==> config.mk <==
export PLATFORM = sky130hd
export DESIGN_NAME = ec_malf_retry_ctrl_flat
export DESIGN_NICKNAME = d
export VERILOG_FILES = /design/src/rtl/ec_malf_retry_ctrl_if.sv /design/src/rtl/ec_malf_retry_ctrl.sv /design/src/flat_wrapper.sv
export SDC_FILE = /design/constraint.sdc
export NUM_CORES = 1
export LEC_CHECK = 0
export CELL_PAD_IN_SITES_DETAIL_PLACEMENT = 1
export CELL_PAD_IN_SITES_GLOBAL_PLACEMENT = 1
export CORE_MARGIN = 2
export CORE_UTILIZATION = 41
export CTS_BUF_LIST = sky130_fd_sc_hd__clkbuf_4
export CTS_CLUSTER_DIAMETER = 60
export DETAILED_ROUTE_END_ITERATION = 10
export HOLD_SLACK_MARGIN = 0.08
export PLACE_DENSITY_LB_ADDON = 0.12
export SLEW_MARGIN = 20
export SYNTH_ARGS = -nofsm -noshare
export SYNTH_HDL_FRONTEND = slang
export SYNTH_SLANG_ARGS = --single-unit
==> constraint.sdc <==
create_clock -name clk -period 2 [get_ports clk]
set_input_delay 0.4 -clock clk [delete_from_list [all_inputs] [get_ports clk]]
set_output_delay 0.4 -clock clk [all_outputs]
set_load 0.1 [all_outputs]
==> src/rtl/ec_malf_retry_ctrl_if.sv <==
// ec_malf_retry_ctrl_if
//   Handshake bundle between the TPU issue logic, the retry controller and
//   one EC datapath lane.
//   slave  : the controller side (ec_malf_retry_ctrl)
//   master : issue logic / datapath side (drives start, op_done, malf_err, fault_clr)
//   Signals:
//     start      operation request, accepted when start && ready
//     ready      controller idle
//     op_go      1-cycle datapath launch pulse
//     op_done    datapath result-valid pulse
//     malf_err   registered malfunction flag, valid the cycle after op_done
//     done/ok    completion pulse, ok=1 clean result, ok=0 fault
//     fault      fault indication
//     retry_cnt  re-executions used by the current/last operation
//     fault_clr  fault acknowledge (sticky-fault build only)
interface ec_malf_retry_ctrl_if #(
    parameter int CNT_W = 2
);
    logic             start;
    logic             ready;
    logic             op_go;
    logic             op_done;
    logic             malf_err;
    logic             done;
    logic             ok;
    logic             fault;
    logic [CNT_W-1:0] retry_cnt;
    logic             fault_clr;

    modport slave (
        input  start, op_done, malf_err, fault_clr,
        output ready, op_go, done, ok, fault, retry_cnt
    );

    modport master (
        output start, op_done, malf_err, fault_clr,
        input  ready, op_go, done, ok, fault, retry_cnt
    );
endinterface

==> src/rtl/ec_malf_retry_ctrl.sv <==
// ec_malf_retry_ctrl
//   Sequences one error-correcting arithmetic operation: launches the
//   datapath, waits for op_done (guarded by a watchdog), samples the
//   registered sign-code malfunction flag and re-executes up to MAX_RETRY
//   times before declaring a fault.
//
//   Ports:
//     clk    rising-edge clock
//     rst_n  asynchronous active-low reset
//     bus    ec_malf_retry_ctrl_if.slave (see interface header)
//
//   Configuration macro: EC_MALF_STICKY_FAULT_EN
//     defined   : FAULT is a trap state, left only through fault_clr.
//     undefined : FAULT lasts one cycle; fault stays 1 until the next start.
//
//   Every output is a flop; no input reaches an output combinationally.
module ec_malf_retry_ctrl #(
    parameter int MAX_RETRY = 3,
    parameter int CNT_W     = 2,
    parameter int TIMEOUT   = 15,
    parameter int TMO_W     = 4
) (
    input  logic                   clk,
    input  logic                   rst_n,
    ec_malf_retry_ctrl_if.slave    bus
);

    typedef enum logic [2:0] {
        S_IDLE,
        S_LAUNCH,
        S_WAIT,
        S_CHECK,
        S_FAULT
    } state_t;

    state_t           state;
    logic             ready_q;
    logic             op_go_q;
    logic             done_q;
    logic             ok_q;
    logic             fault_q;
    logic [CNT_W-1:0] retry_q;
    logic [TMO_W-1:0] wd;
    logic             forced;   // watchdog expired: CHECK treats it as a malfunction

    // The watchdog counts WAIT cycles including the current one, so the
    // timeout fires on the TIMEOUT-th WAIT cycle. op_done is tested first,
    // so a completion coincident with the timeout is a normal completion.
    logic [TMO_W-1:0] wd_inc;
    logic             malf;
    assign wd_inc = wd + TMO_W'(1);
    assign malf   = bus.malf_err | forced;

`ifndef EC_MALF_STICKY_FAULT_EN
    logic unused_fault_clr;
    assign unused_fault_clr = bus.fault_clr;
`endif

    always_ff @(posedge clk or negedge rst_n) begin
        if (!rst_n) begin
            state   <= S_IDLE;
            ready_q <= 1'b1;
            op_go_q <= 1'b0;
            done_q  <= 1'b0;
            ok_q    <= 1'b0;
            fault_q <= 1'b0;
            retry_q <= '0;
            wd      <= '0;
            forced  <= 1'b0;
        end else begin
            // pulse outputs default low
            op_go_q <= 1'b0;
            done_q  <= 1'b0;
            ok_q    <= 1'b0;
            case (state)
                S_IDLE: begin
                    if (bus.start) begin
                        state   <= S_LAUNCH;
                        op_go_q <= 1'b1;
                        ready_q <= 1'b0;
                        retry_q <= '0;
                        fault_q <= 1'b0;
                    end
                end
                S_LAUNCH: begin
                    wd     <= '0;
                    forced <= 1'b0;
                    state  <= S_WAIT;
                end
                S_WAIT: begin
                    if (bus.op_done) begin
                        state <= S_CHECK;
                    end else if (wd_inc == TMO_W'(TIMEOUT)) begin
                        forced <= 1'b1;
                        state  <= S_CHECK;
                    end else begin
                        wd <= wd_inc;
                    end
                end
                S_CHECK: begin
                    if (!malf) begin
                        state   <= S_IDLE;
                        done_q  <= 1'b1;
                        ok_q    <= 1'b1;
                        ready_q <= 1'b1;
                    end else if (retry_q < CNT_W'(MAX_RETRY)) begin
                        retry_q <= retry_q + CNT_W'(1);
                        op_go_q <= 1'b1;
                        state   <= S_LAUNCH;
                    end else begin
                        state   <= S_FAULT;
                        done_q  <= 1'b1;
                        fault_q <= 1'b1;
                    end
                end
                S_FAULT: begin
`ifdef EC_MALF_STICKY_FAULT_EN
                    if (bus.fault_clr) begin
                        state   <= S_IDLE;
                        fault_q <= 1'b0;
                        retry_q <= '0;
                        ready_q <= 1'b1;
                    end
`else
                    // fault stays visible until the next accepted start
                    state   <= S_IDLE;
                    ready_q <= 1'b1;
`endif
                end
                default: begin
                    state   <= S_IDLE;
                    ready_q <= 1'b1;
                end
            endcase
        end
    end

    assign bus.ready     = ready_q;
    assign bus.op_go     = op_go_q;
    assign bus.done      = done_q;
    assign bus.ok        = ok_q;
    assign bus.fault     = fault_q;
    assign bus.retry_cnt = retry_q;

endmodule

==> src/flat_wrapper.sv <==
// flat-port wrapper written by rule: the top's interface ports become plain ports
module ec_malf_retry_ctrl_flat 
#(
    parameter int MAX_RETRY = 3,
    parameter int CNT_W     = 2,
    parameter int TIMEOUT   = 15,
    parameter int TMO_W     = 4
)
  (clk, rst_n, bus_start, bus_op_done, bus_malf_err, bus_fault_clr, bus_ready, bus_op_go, bus_done, bus_ok, bus_fault, bus_retry_cnt);
  ec_malf_retry_ctrl_if #(.CNT_W(CNT_W)) bus_i ();
  input  logic clk;
  input  logic rst_n;
  input wire logic [$bits(bus_i.start)-1:0] bus_start;
  input wire logic [$bits(bus_i.op_done)-1:0] bus_op_done;
  input wire logic [$bits(bus_i.malf_err)-1:0] bus_malf_err;
  input wire logic [$bits(bus_i.fault_clr)-1:0] bus_fault_clr;
  output wire logic [$bits(bus_i.ready)-1:0] bus_ready;
  output wire logic [$bits(bus_i.op_go)-1:0] bus_op_go;
  output wire logic [$bits(bus_i.done)-1:0] bus_done;
  output wire logic [$bits(bus_i.ok)-1:0] bus_ok;
  output wire logic [$bits(bus_i.fault)-1:0] bus_fault;
  output wire logic [$bits(bus_i.retry_cnt)-1:0] bus_retry_cnt;
  assign bus_i.start = bus_start;
  assign bus_i.op_done = bus_op_done;
  assign bus_i.malf_err = bus_malf_err;
  assign bus_i.fault_clr = bus_fault_clr;
  assign bus_ready = bus_i.ready;
  assign bus_op_go = bus_i.op_go;
  assign bus_done = bus_i.done;
  assign bus_ok = bus_i.ok;
  assign bus_fault = bus_i.fault;
  assign bus_retry_cnt = bus_i.retry_cnt;
  ec_malf_retry_ctrl #(.MAX_RETRY(MAX_RETRY), .CNT_W(CNT_W), .TIMEOUT(TIMEOUT), .TMO_W(TMO_W)) u_core (.clk(clk), .rst_n(rst_n), .bus(bus_i));
endmodule
==> metrics.yaml, run 1 <==
run_status:
  status: "finished, final reports clean"
logic_synthesis:
  yosysMostFrequentCell: "dfrtp_1"
  yosys_register_bits: 15
  synth_top_area_frac: 0.471
  synth_top_cell_by_area: "dfrtp_1"
  ys_warn_count: 0
  syn_area_per_cell_sq_um: 10.1
  yosys-top-cells-area: "dfrtp_1 47%, ha_1 5.0%, o21ai_0 4.7%"
  ys_types: 28
  synth_area_sq_um: 744
  synth-main-ff-cell: "dfrtp_1"
  syn_inst: 74
  synth-seq-area-share: 0.506
  syn-num-nets: 83
  synth_edf_count: 0
  ys_top_cells_by_count: "14 x dfrtp_1, 8 x nor2_1, 7 x o21ai_0, 6 x inv_1, 4 x a21oi_1"
  async_reset_ff_frac: 1.00
sta:
  finClkSkew_ns: 0.000512
  setup_viol: 0
  grt_setup_unrepaired: "false"
  fmax_ghz: 0.604
  min_period_ns: 1.66
  slew_viol_final: 0
  worst_slew_pin_slew_ns: 0.345
  final.setup.tns_ns: 0
  hold_viol: 0
  period_share: 0.828
  slew-limit-headroom: 0.770
route:
  via_count: 598
  drtIter0Drc: 0
  ant_nets: 0
  dr.pass1.iters: 1
  drt_wl_total_mm: 1.54
  post_drt_wl_per_cell_um: 13.5
  drcViolationCount: 0
  detail_route.vias_per_cell: 5.25
place:
  routabilityCongestion: 0.737
  io_buffers: 11
  dpl_cell_area_sq_um: 885
  post-place-cells: 110
  dp_hpwl_mm: 1.15
floorplan:
  rows: 15
  core_sq_um: 1710
  die_w_um: 46.6
  die_area_sq_um: 2170
  io_pins: 13
  initial_core_util: 0.436
  die_h_um: 46.6
cells_and_area:
  final_cell_count_no_fill: 114
  diodes: 0
  drive_gt1_frac: 0.180
  nNetsFinal: 99
  final_area_sq_um: 915
  fillers: 202
  areaGrowthSynthToFinish_pct: 22.9
clocking:
  clkSinkCount: 15
  cts-buffers-inserted: 3
  htree_levels: 1
  cts-root-buf: "clkbuf_4"
  clk_latency_ns: 0.29
  clk_pin_slew_ns: 0.09
  hold_buffers: 0
  clockBufferDepth: 2
  cts.repair.resized: 0
  cts_tree: "yes"
  cts_setup_buffers: 0
global_route:
  grt_overflow: 0
  grtUsageTotal: 0.181
  antenna_found_initial: 0
  grt_max_degree: 16
  grt_first_pass_wirelength_mm: 2.64
  grt_pass1_vias: 591
power:
  seq_power_share: 0.377
  power.density_nw_per_um2: 1470
  vdd_drop_max_uv: 1000
  p_sw_frac: 0.494
  clockPowerShare: 0.141
  p_leak_nw: 0.429
  p_comb_frac: 0.482
  p_int_w: 0.000680
  p_switching_w: 0.000663
setup_path:
  critPathRequiredTime_ns: 2.22
  critPathLaunchType: "register"
  reg2reg_depth: 5
  endpoint_kind: "register"
  cp_max_fo: 7
  path_class: "register to register"
  critPathArrivalTime_ns: 1.87
job:
  maxCapViolCount: 0
hold_path:
  hp-class: "input port to asynchronous set/reset pin"
-- logic make-up (layout without fill, tap and decap cells) --
group | after synthesis | in the layout | synth area share
compound gates | 21 | 21 | 0.176
fa+ha+maj | 3 | 3 | 0.0504
buf+inv | 7 | 22 | 0.0353
flops | 15 | 15 | 0.506
mux | 3 | 3 | 0.0403
simple gates | 25 | 25 | 0.192
-- layer usage --
metal	track usage	wire (um)	part of all wire	vias to the layer above
met1	0.224	715	0.46	294
met4	0.133	53	0.034	0
met2	0.283	749	0.49	7
li1	-	-	-	292
met3	0.0235	23	0.015	5
met5	0	0	0	-
-- power by group through the flow --
stage               clock network, W  registers, W  logic, W
finish                      0.000189      0.000507  0.000647
floorplan                          0      0.000752  0.000244
CTS                         0.000198      0.000508  0.000655
global placement                   0      0.000510  0.000639
global route                0.000202      0.000525  0.000701
detailed placement                 0      0.000514  0.000652
-- per-stage QoR --
| step | setup WS, ns | util | total power, W | hold WS (ns) |
|---|---|---|---|---|
| detailed placement | 0.287 | 0.518 | 0.00117 | 0.512 |
| floorplan | 0.124 | - | 0.000996 | 0.104 |
| CTS | 0.327 | 0.536 | 0.00136 | 0.424 |
| global route | 0.205 | 0.536 | 0.00143 | 0.453 |
| finish | 0.345 | 0.536 | 0.00134 | 0.425 |
| global placement | 0.279 | 0.518 | 0.00115 | 0.496 |
-- state kept, by name, summed over array words and instances (netlist names) --
signal                count
u_core.bus.done           1
u_core.bus.fault          1
u_core.bus.ok             1
u_core.bus.op_go          1
u_core.bus.ready          1
u_core.bus.retry_cnt      2
u_core.forced             1
u_core.state              3
u_core.wd                 4
-- critical path, cell delays in order (launching register included) --
cell	delay, ns
dfrtp_1	0.47
ha_1	0.25
inv_1	0.07
or3_1	0.38
nand3_1	0.22
mux2i_1	0.21
-- layout make-up --
cell class                      count  area [sq um]  area share
Clock buffer                        4          30.0      0.0328
Tap cell                           25          31.3      0.0342
Multi-Input combinational cell     52           342       0.373
Timing Repair Buffer               12           113       0.123
Inverter                            6          22.5      0.0246
Sequential cell                    15           377       0.412
-- path summary, 6_finish.rpt --
| kind | slack [ns] | to | from |
|---|---|---|---|
| max in group asynchronous | 1.33 | u_core.bus.ready | rst_n |
| worst min-delay path | 0.42 | u_core.bus.op_go | rst_n |
| worst max register to register | 0.34 | u_core.wd[0] | u_core.wd[1] |
| worst max-delay path | 0.34 | u_core.wd[0] | u_core.wd[1] |
| min in group clk | 0.52 | u_core.wd[3] | u_core.wd[3] |
| worst min register to register | 0.52 | u_core.wd[3] | u_core.wd[3] |
-- cell usage in the layout (no fill, tap or decap), types with 3 or more instances in the layout --
| cell type | count |
|---|---|
| a21oi_1 | 4 |
| and3_1 | 3 |
| buf_4 | 7 |
| clkbuf_4 | 4 |
| clkdlybuf4s50_1 | 4 |
| dfrtp_1 | 14 |
| ha_1 | 3 |
| inv_1 | 6 |
| mux2i_1 | 3 |
| nand3_1 | 3 |
| nor2_1 | 8 |
| o21ai_0 | 7 |
(Power assumes the default switching activity.)
==> run 2: changes to the inputs <==
Clock period 2 ns to 1.6 ns, I/O delays scaled along.
==> metrics.yaml, run 2 (synthesized netlist as in run 1, its figures left out) <==
run_status:
  status: "finished, final reports clean"
power:
  seq_power_share: 0.338  # -0.039
  p_leak_nw: 0.476  # +11%
  p_comb_frac: 0.533  # +0.051
  p_sw_frac: 0.472  # -0.0220
  vdd_drop_max_uv: 999  # -0.57%
  p_switching_w: 0.000912  # +38%
  clockPowerShare: 0.128  # -0.013
  power.density_nw_per_um2: 1790  # +22%
  p_int_w: 0.00102  # +50%
clocking:
  cts-root-buf: "clkbuf_4"
  htree_levels: 1  # unchanged
  clk_pin_slew_ns: 0.10  # about the same
  cts_setup_buffers: 0  # unchanged
  cts_tree: "yes"
  clk_latency_ns: 0.30  # about the same
  clockBufferDepth: 2  # unchanged
  clkSinkCount: 15  # unchanged
  cts-buffers-inserted: 3  # unchanged
route:
  post_drt_wl_per_cell_um: 16.3  # +21%
  ant_nets: 0  # unchanged
  dr.pass1.iters: 2  # +1
  via_count: 659  # +10%
  detail_route.vias_per_cell: 5.49  # +4.7%
  drcViolationCount: 0  # unchanged
  drt_wl_total_mm: 1.96  # +27%
  drtIter0Drc: 4  # +4
cells_and_area:
  largest_reg_flops: 4  # unchanged
  final_common_cell: "dfrtp_1"
  diodes: 0  # unchanged
  final_area_sq_um: 1080  # +18%
  fillers: 184  # -8.9%
  areaGrowthSynthToFinish_pct: 45.4
  nNetsFinal: 105  # +6.1%
  top_register: "u_core.wd"
  final_cell_mix: "11 x dfrtp_1, 8 x nor2_1, 7 x o21ai_0, 7 x buf_12, 7 x buf_4"
  drive_gt1_frac: 0.347  # +0.168
  final_cell_count_no_fill: 120  # +5.3%
setup_path:
  path_depth: 4  # -1
  critPathArrivalTime_ns: 1.68  # -0.19 ns
  path_class: "register to register"
  critPathTopFamily: "flip-flops"
  critPathBufInv: 0  # -1
  reg2reg_from: "u_core.bus.retry_cnt[0]"
  critPathRequiredTime_ns: 1.77  # -0.45 ns
  reg2reg_depth: 4  # -1
  endpoint_kind: "register"
  path_cells: "ha_2, or3_4, o21ai_2, o22ai_1"
  reg2reg_to: "u_core.bus.retry_cnt[1]"
  critPathSlowestCell: "dfrtp_4"
  critPathMaxStageDelay_ns: 0.52  # +0.05 ns
  cp_max_fo: 4  # -3
  rrSetupSlack_ns: 0.1  # -0.25 ns
  critPathLaunchType: "register"
place:
  pre_cts_ws_ns: -0.102  # -0.389 ns
  io_buffers: 11  # unchanged
  post-place-cells: 116  # +5.5%
  routabilityCongestion: 0.710  # -3.6%
  dpl_cell_area_sq_um: 1010  # +14%
  dp_hpwl_mm: 1.45  # +26%
sta:
  fmax_ghz: 0.665  # +10%
  finClkSkew_ns: 0.00723  # +0.00672 ns
  slew_viol_final: 0  # unchanged
  min_period_ns: 1.50  # -0.151 ns
  grt_setup_unrepaired: "false"
  holdWs_ns: 0.324  # -0.101 ns
  slew-limit-headroom: 0.785  # +0.0152
  final.setup.worst_slack_ns: 0.0958  # -0.249 ns
  worst_slew_pin_slew_ns: 0.322  # -0.0228 ns
  period_share: 0.940  # +0.112
  hold_viol: 0  # unchanged
  setup_viol: 0  # unchanged
hold_path:
  hp-class: "input port to asynchronous set/reset pin"
global_route:
  grt_max_degree: 16  # unchanged
  grt_overflow: 0  # unchanged
  grt_first_pass_wirelength_mm: 3.07  # +17%
  met3_usage: 0.0471  # +0.0235
  grtUsageMet1: 0.252  # +0.0274
  grt-busiest-layer: "met2"
  grtUsageTotal: 0.207  # +0.0263
  use_met2: 0.350  # +0.0667
  antenna_found_initial: 0  # unchanged
  grt_pass1_vias: 654  # +11%
floorplan:
  io_pins: 13  # unchanged
  core_sq_um: 1710  # unchanged
  die_w_um: 46.6  # unchanged
  initial_core_util: 0.436  # unchanged
  die_area_sq_um: 2170  # unchanged
  rows: 15  # unchanged
  die_h_um: 46.6  # unchanged
job:
  maxCapViolCount: 0  # unchanged
-- run 2: cell count changes in the layout (fill, tap and decap cells not counted), moves of 2 or more --
cell	previous run	this run
buf_12	1	7
dfrtp_1	14	11
dfrtp_2	0	2
ha_1	3	1
ha_2	0	2
-- run 2: timing repair --
| action | CTS | global route |
|---|---|---|
| endpoints found under the setup margin | 2 | 5 |
| pin swaps | 0 | 0 |
| hold buffers | 0 | 0 |
| gates resized for setup | 1 | 10 |
| gates cloned | 0 | 0 |
-- run 2: worst max-delay path by stage --
stage / start / end / slack, ns
final: u_core.bus.retry_cnt[0] / u_core.bus.retry_cnt[1] / 0.1
after global placement: bus_op_done / u_core.state[0] / 0.02
after global routing: u_core.wd[0] / u_core.wd[1] / 0.007
after detailed placement: bus_op_done / u_core.state[0] / -0.10
after floorplan: u_core.bus.retry_cnt[1] / u_core.bus.retry_cnt[1] / 0.01
after CTS: u_core.wd[0] / u_core.forced / 0.02
-- run 2: metal layers --
metal,vias to the layer above,routed length [um]
met5,-,0
met3,5,55
met1,333,874
met4,0,31
li1,308,-
met2,13,994
-- run 2: layout make-up --
type	instances	area, sq um	area share
Timing Repair Buffer	18	233	0.215
Sequential cell	15	383	0.354
Multi-Input combinational cell	52	383	0.354
Clock buffer	4	30.0	0.0277
Tap cell	25	31.3	0.0289
Inverter	6	22.5	0.0208
-- run 2: per-stage QoR --
stage	utilization	TNS, ns	power [W]
after floorplan	-	0	0.00125
after global placement	0.591	0	0.00162
after detailed placement	0.591	-0.315	0.00167
after CTS	0.612	0	0.00191
after global routing	0.634	0	0.00203
final	0.634	0	0.00193
-- run 2: power groups by stage --
stage / Sequential [W] / Clock (W) / Combinational, W
6_report: 0.000654 / 0.000248 / 0.00103
5_1_grt: 0.000672 / 0.000258 / 0.00110
4_1_cts: 0.000649 / 0.000248 / 0.00102
3_5_place_dp: 0.000657 / 0 / 0.00101
3_3_place_gp: 0.000647 / 0 / 0.000969
2_1_floorplan: 0.000949 / 0 / 0.000305
-- run 2: worst register-to-register path: stages, from the launching register on --
cell     delay (ns)
dfrtp_4        0.52
ha_2           0.23
or3_4          0.42
o21ai_2        0.11
o22ai_1        0.11
==> run 3: changes to the inputs <==
Settings changed: GPL_TIMING_DRIVEN set to 0, SKIP_LAST_GASP set to 1.
==> metrics.yaml, run 3 (synthesized netlist as in run 1, its figures left out) <==
setup_path:
  path_class: "register to output port"
  reg2reg_to: "u_core.wd[1]"
  reg2reg_depth: 6  # +2
  critPathMaxStageDelay_ns: 0.55  # +0.03 ns
  endpoint_kind: "output port"
  critPathTopFamily: "flip-flops"
  critPathLaunchType: "register"
  critPathBufInv: 1  # +1
  path_cells: "buf_2"
  cp_max_fo: 3  # -1
  critPathRequiredTime_ns: 1.28  # -0.49 ns
  reg2reg_from: "u_core.wd[0]"
  critPathSlowestCell: "dfstp_2"
  rrSetupSlack_ns: 0.07  # -0.03 ns
  critPathArrivalTime_ns: 1.26  # -0.42 ns
sta:
  grt_setup_unrepaired: "true"
  final.setup.tns_ns: 0  # unchanged
  slew_viol_final: 0  # unchanged
  slew-limit-headroom: 0.546  # -0.239
  fmax_ghz: 0.633  # -4.7%
  period_share: 0.987  # +0.0467
  setup_viol: 0  # unchanged
  hold_viol: 0  # unchanged
  worst_slew_pin_slew_ns: 0.679  # +0.357 ns
  min_period_ns: 1.58  # +0.0747 ns
  finClkSkew_ns: 0.00274  # -0.00450 ns
place:
  io_buffers: 11  # unchanged
  dp_hpwl_mm: 1.16  # -20%
  post-place-cells: 110  # -5.2%
  routabilityCongestion: 0.702  # -1.3%
  dpl_cell_area_sq_um: 891  # -12%
cells_and_area:
  largest_reg_flops: 4  # unchanged
  final_area_sq_um: 1000  # -7.4%
  areaGrowthSynthToFinish_pct: 34.6
  diodes: 0  # unchanged
  fillers: 186  # +1.1%
  nNetsFinal: 103  # -1.9%
  final_cell_count_no_fill: 118  # -1.7%
  final_core_util: 0.587  # -0.0469
  final_cell_mix: "10 x dfrtp_1, 8 x nor2_1, 7 x o21ai_0, 5 x inv_1, 5 x clkdlybuf4s15_2"
  final_common_cell: "dfrtp_1"
  top_register: "u_core.wd"
  drive_gt1_frac: 0.333  # -0.0140
route:
  post_drt_wl_per_cell_um: 15.2  # -6.5%
  drt_wl_total_mm: 1.80  # -8.0%
  drtIter0Drc: 3  # -1
  ant_nets: 0  # unchanged
  drcViolationCount: 0  # unchanged
  detail_route.vias_per_cell: 5.31  # -3.4%
  dr.pass1.iters: 3  # +1
  via_count: 626  # -5.0%
power:
  p_total_w: 0.00180  # -6.9%
  p_leak_nw: 0.432  # -9.2%
  power.density_nw_per_um2: 1800  # +0.57%
  vdd_drop_max_uv: 1240  # +24%
floorplan:
  initial_core_util: 0.436  # unchanged
  rows: 15  # unchanged
  die_area_sq_um: 2170  # unchanged
  core_sq_um: 1710  # unchanged
  die_w_um: 46.6  # unchanged
  io_pins: 13  # unchanged
  die_h_um: 46.6  # unchanged
hold_path:
  hp-class: "input port to asynchronous set/reset pin"
global_route:
  grt_first_pass_wirelength_mm: 2.79  # -9.0%
  grt_pass1_vias: 600  # -8.3%
  grtUsageTotal: 0.183  # -0.0235
  antenna_found_initial: 0  # unchanged
  grt_max_degree: 16  # unchanged
  grt_overflow: 0  # unchanged
run_status:
  status: "finished, final reports clean"
clocking:
  hold_buffers: 0  # unchanged
  htree_levels: 1  # unchanged
  cts-buffers-inserted: 3  # unchanged
  clk_pin_slew_ns: 0.10  # about the same
  clkSinkCount: 15  # unchanged
  cts-root-buf: "clkbuf_4"
  clockBufferDepth: 2  # unchanged
  clk_latency_ns: 0.29  # about the same
  cts_tree: "yes"
job:
  maxCapViolCount: 0  # unchanged
[run 3: cell types whose count changed in the layout (fill, tap and decap cells not counted), sizes merged]
cell	delta
buf	-8
clkdlybuf4s15	+5
clkinv	+1
[run 3: cell type report]
| class | instances | area (sq um) | share of cell area |
|---|---|---|---|
| clock inverter | 1 | 5.00 | 0.00499 |
| sequential | 15 | 384 | 0.383 |
| tap | 25 | 31.3 | 0.0312 |
| inverter | 6 | 22.5 | 0.0225 |
| clock buffer | 3 | 22.5 | 0.0225 |
| buffer | 1 | 3.75 | 0.00375 |
| multi-input combinational | 52 | 397 | 0.396 |
| timing repair buffer | 15 | 136 | 0.136 |
[run 3: layer usage]
| layer | up-vias | global-route usage | wire length [um] |
|---|---|---|---|
| met5 | - | 0 | 0 |
| met4 | 0 | 0.0667 | 0 |
| met3 | 0 | 0.0235 | 68 |
| met2 | 12 | 0.281 | 837 |
| met1 | 312 | 0.264 | 892 |
| li1 | 302 | - | - |
[run 3: worst max path at each step]
stage | endpoint | cells after the start | from | slack [ns]
2_1_floorplan | u_core.bus.retry_cnt[1] | 4 | u_core.bus.retry_cnt[1] | 0.01
3_3_place_gp | bus_ready | 1 | u_core.bus.ready | -0.37
3_5_place_dp | bus_ready | 1 | u_core.bus.ready | -0.37
4_1_cts | bus_ready | 1 | u_core.bus.ready | -0.12
5_1_grt | u_core.wd[0] | 5 | u_core.wd[1] | -0.05
6_report | bus_ready | 1 | u_core.bus.ready | 0.02
[run 3: power by group]
part	internal [W]	total [W]	switching, W
Clock	0.0000929	0.000231	0.000138
Combinational	0.000306	0.000960	0.000654
Sequential	0.000496	0.000610	0.000114
Total	0.000895	0.00180	0.000906
[run 3: timing repair]
| action | 4_1_cts | 5_1_grt |
|---|---|---|
| pin swaps | 0 | 1 |
| setup buffers | 2 | 2 |
| setup endpoints to repair | 12 | 6 |
| endpoints found under the hold margin | 0 | 0 |
| gates resized for setup | 24 | 15 |
[run 3: worst register-to-register path, delay by kind of cell (launching register included)]
| kind | cells | cell delay, ns |
|---|---|---|
| buffers and inverters | 1 | 0.08 |
| adder cells (fa/ha/maj) | 1 | 0.14 |
| multiplexers | 1 | 0.19 |
| flip-flops | 1 | 0.44 |
| AND/OR/NAND/NOR | 3 | 0.60 |
[run 3: per-stage QoR]
stage | setup slack (ns) | hold WS (ns)
after CTS | -0.124 | 0.463
after global routing | -0.0456 | 0.499
after floorplan | 0.0130 | 0.0244
final | 0.0212 | 0.432
after detailed placement | -0.368 | 0.515
after global placement | -0.373 | 0.515
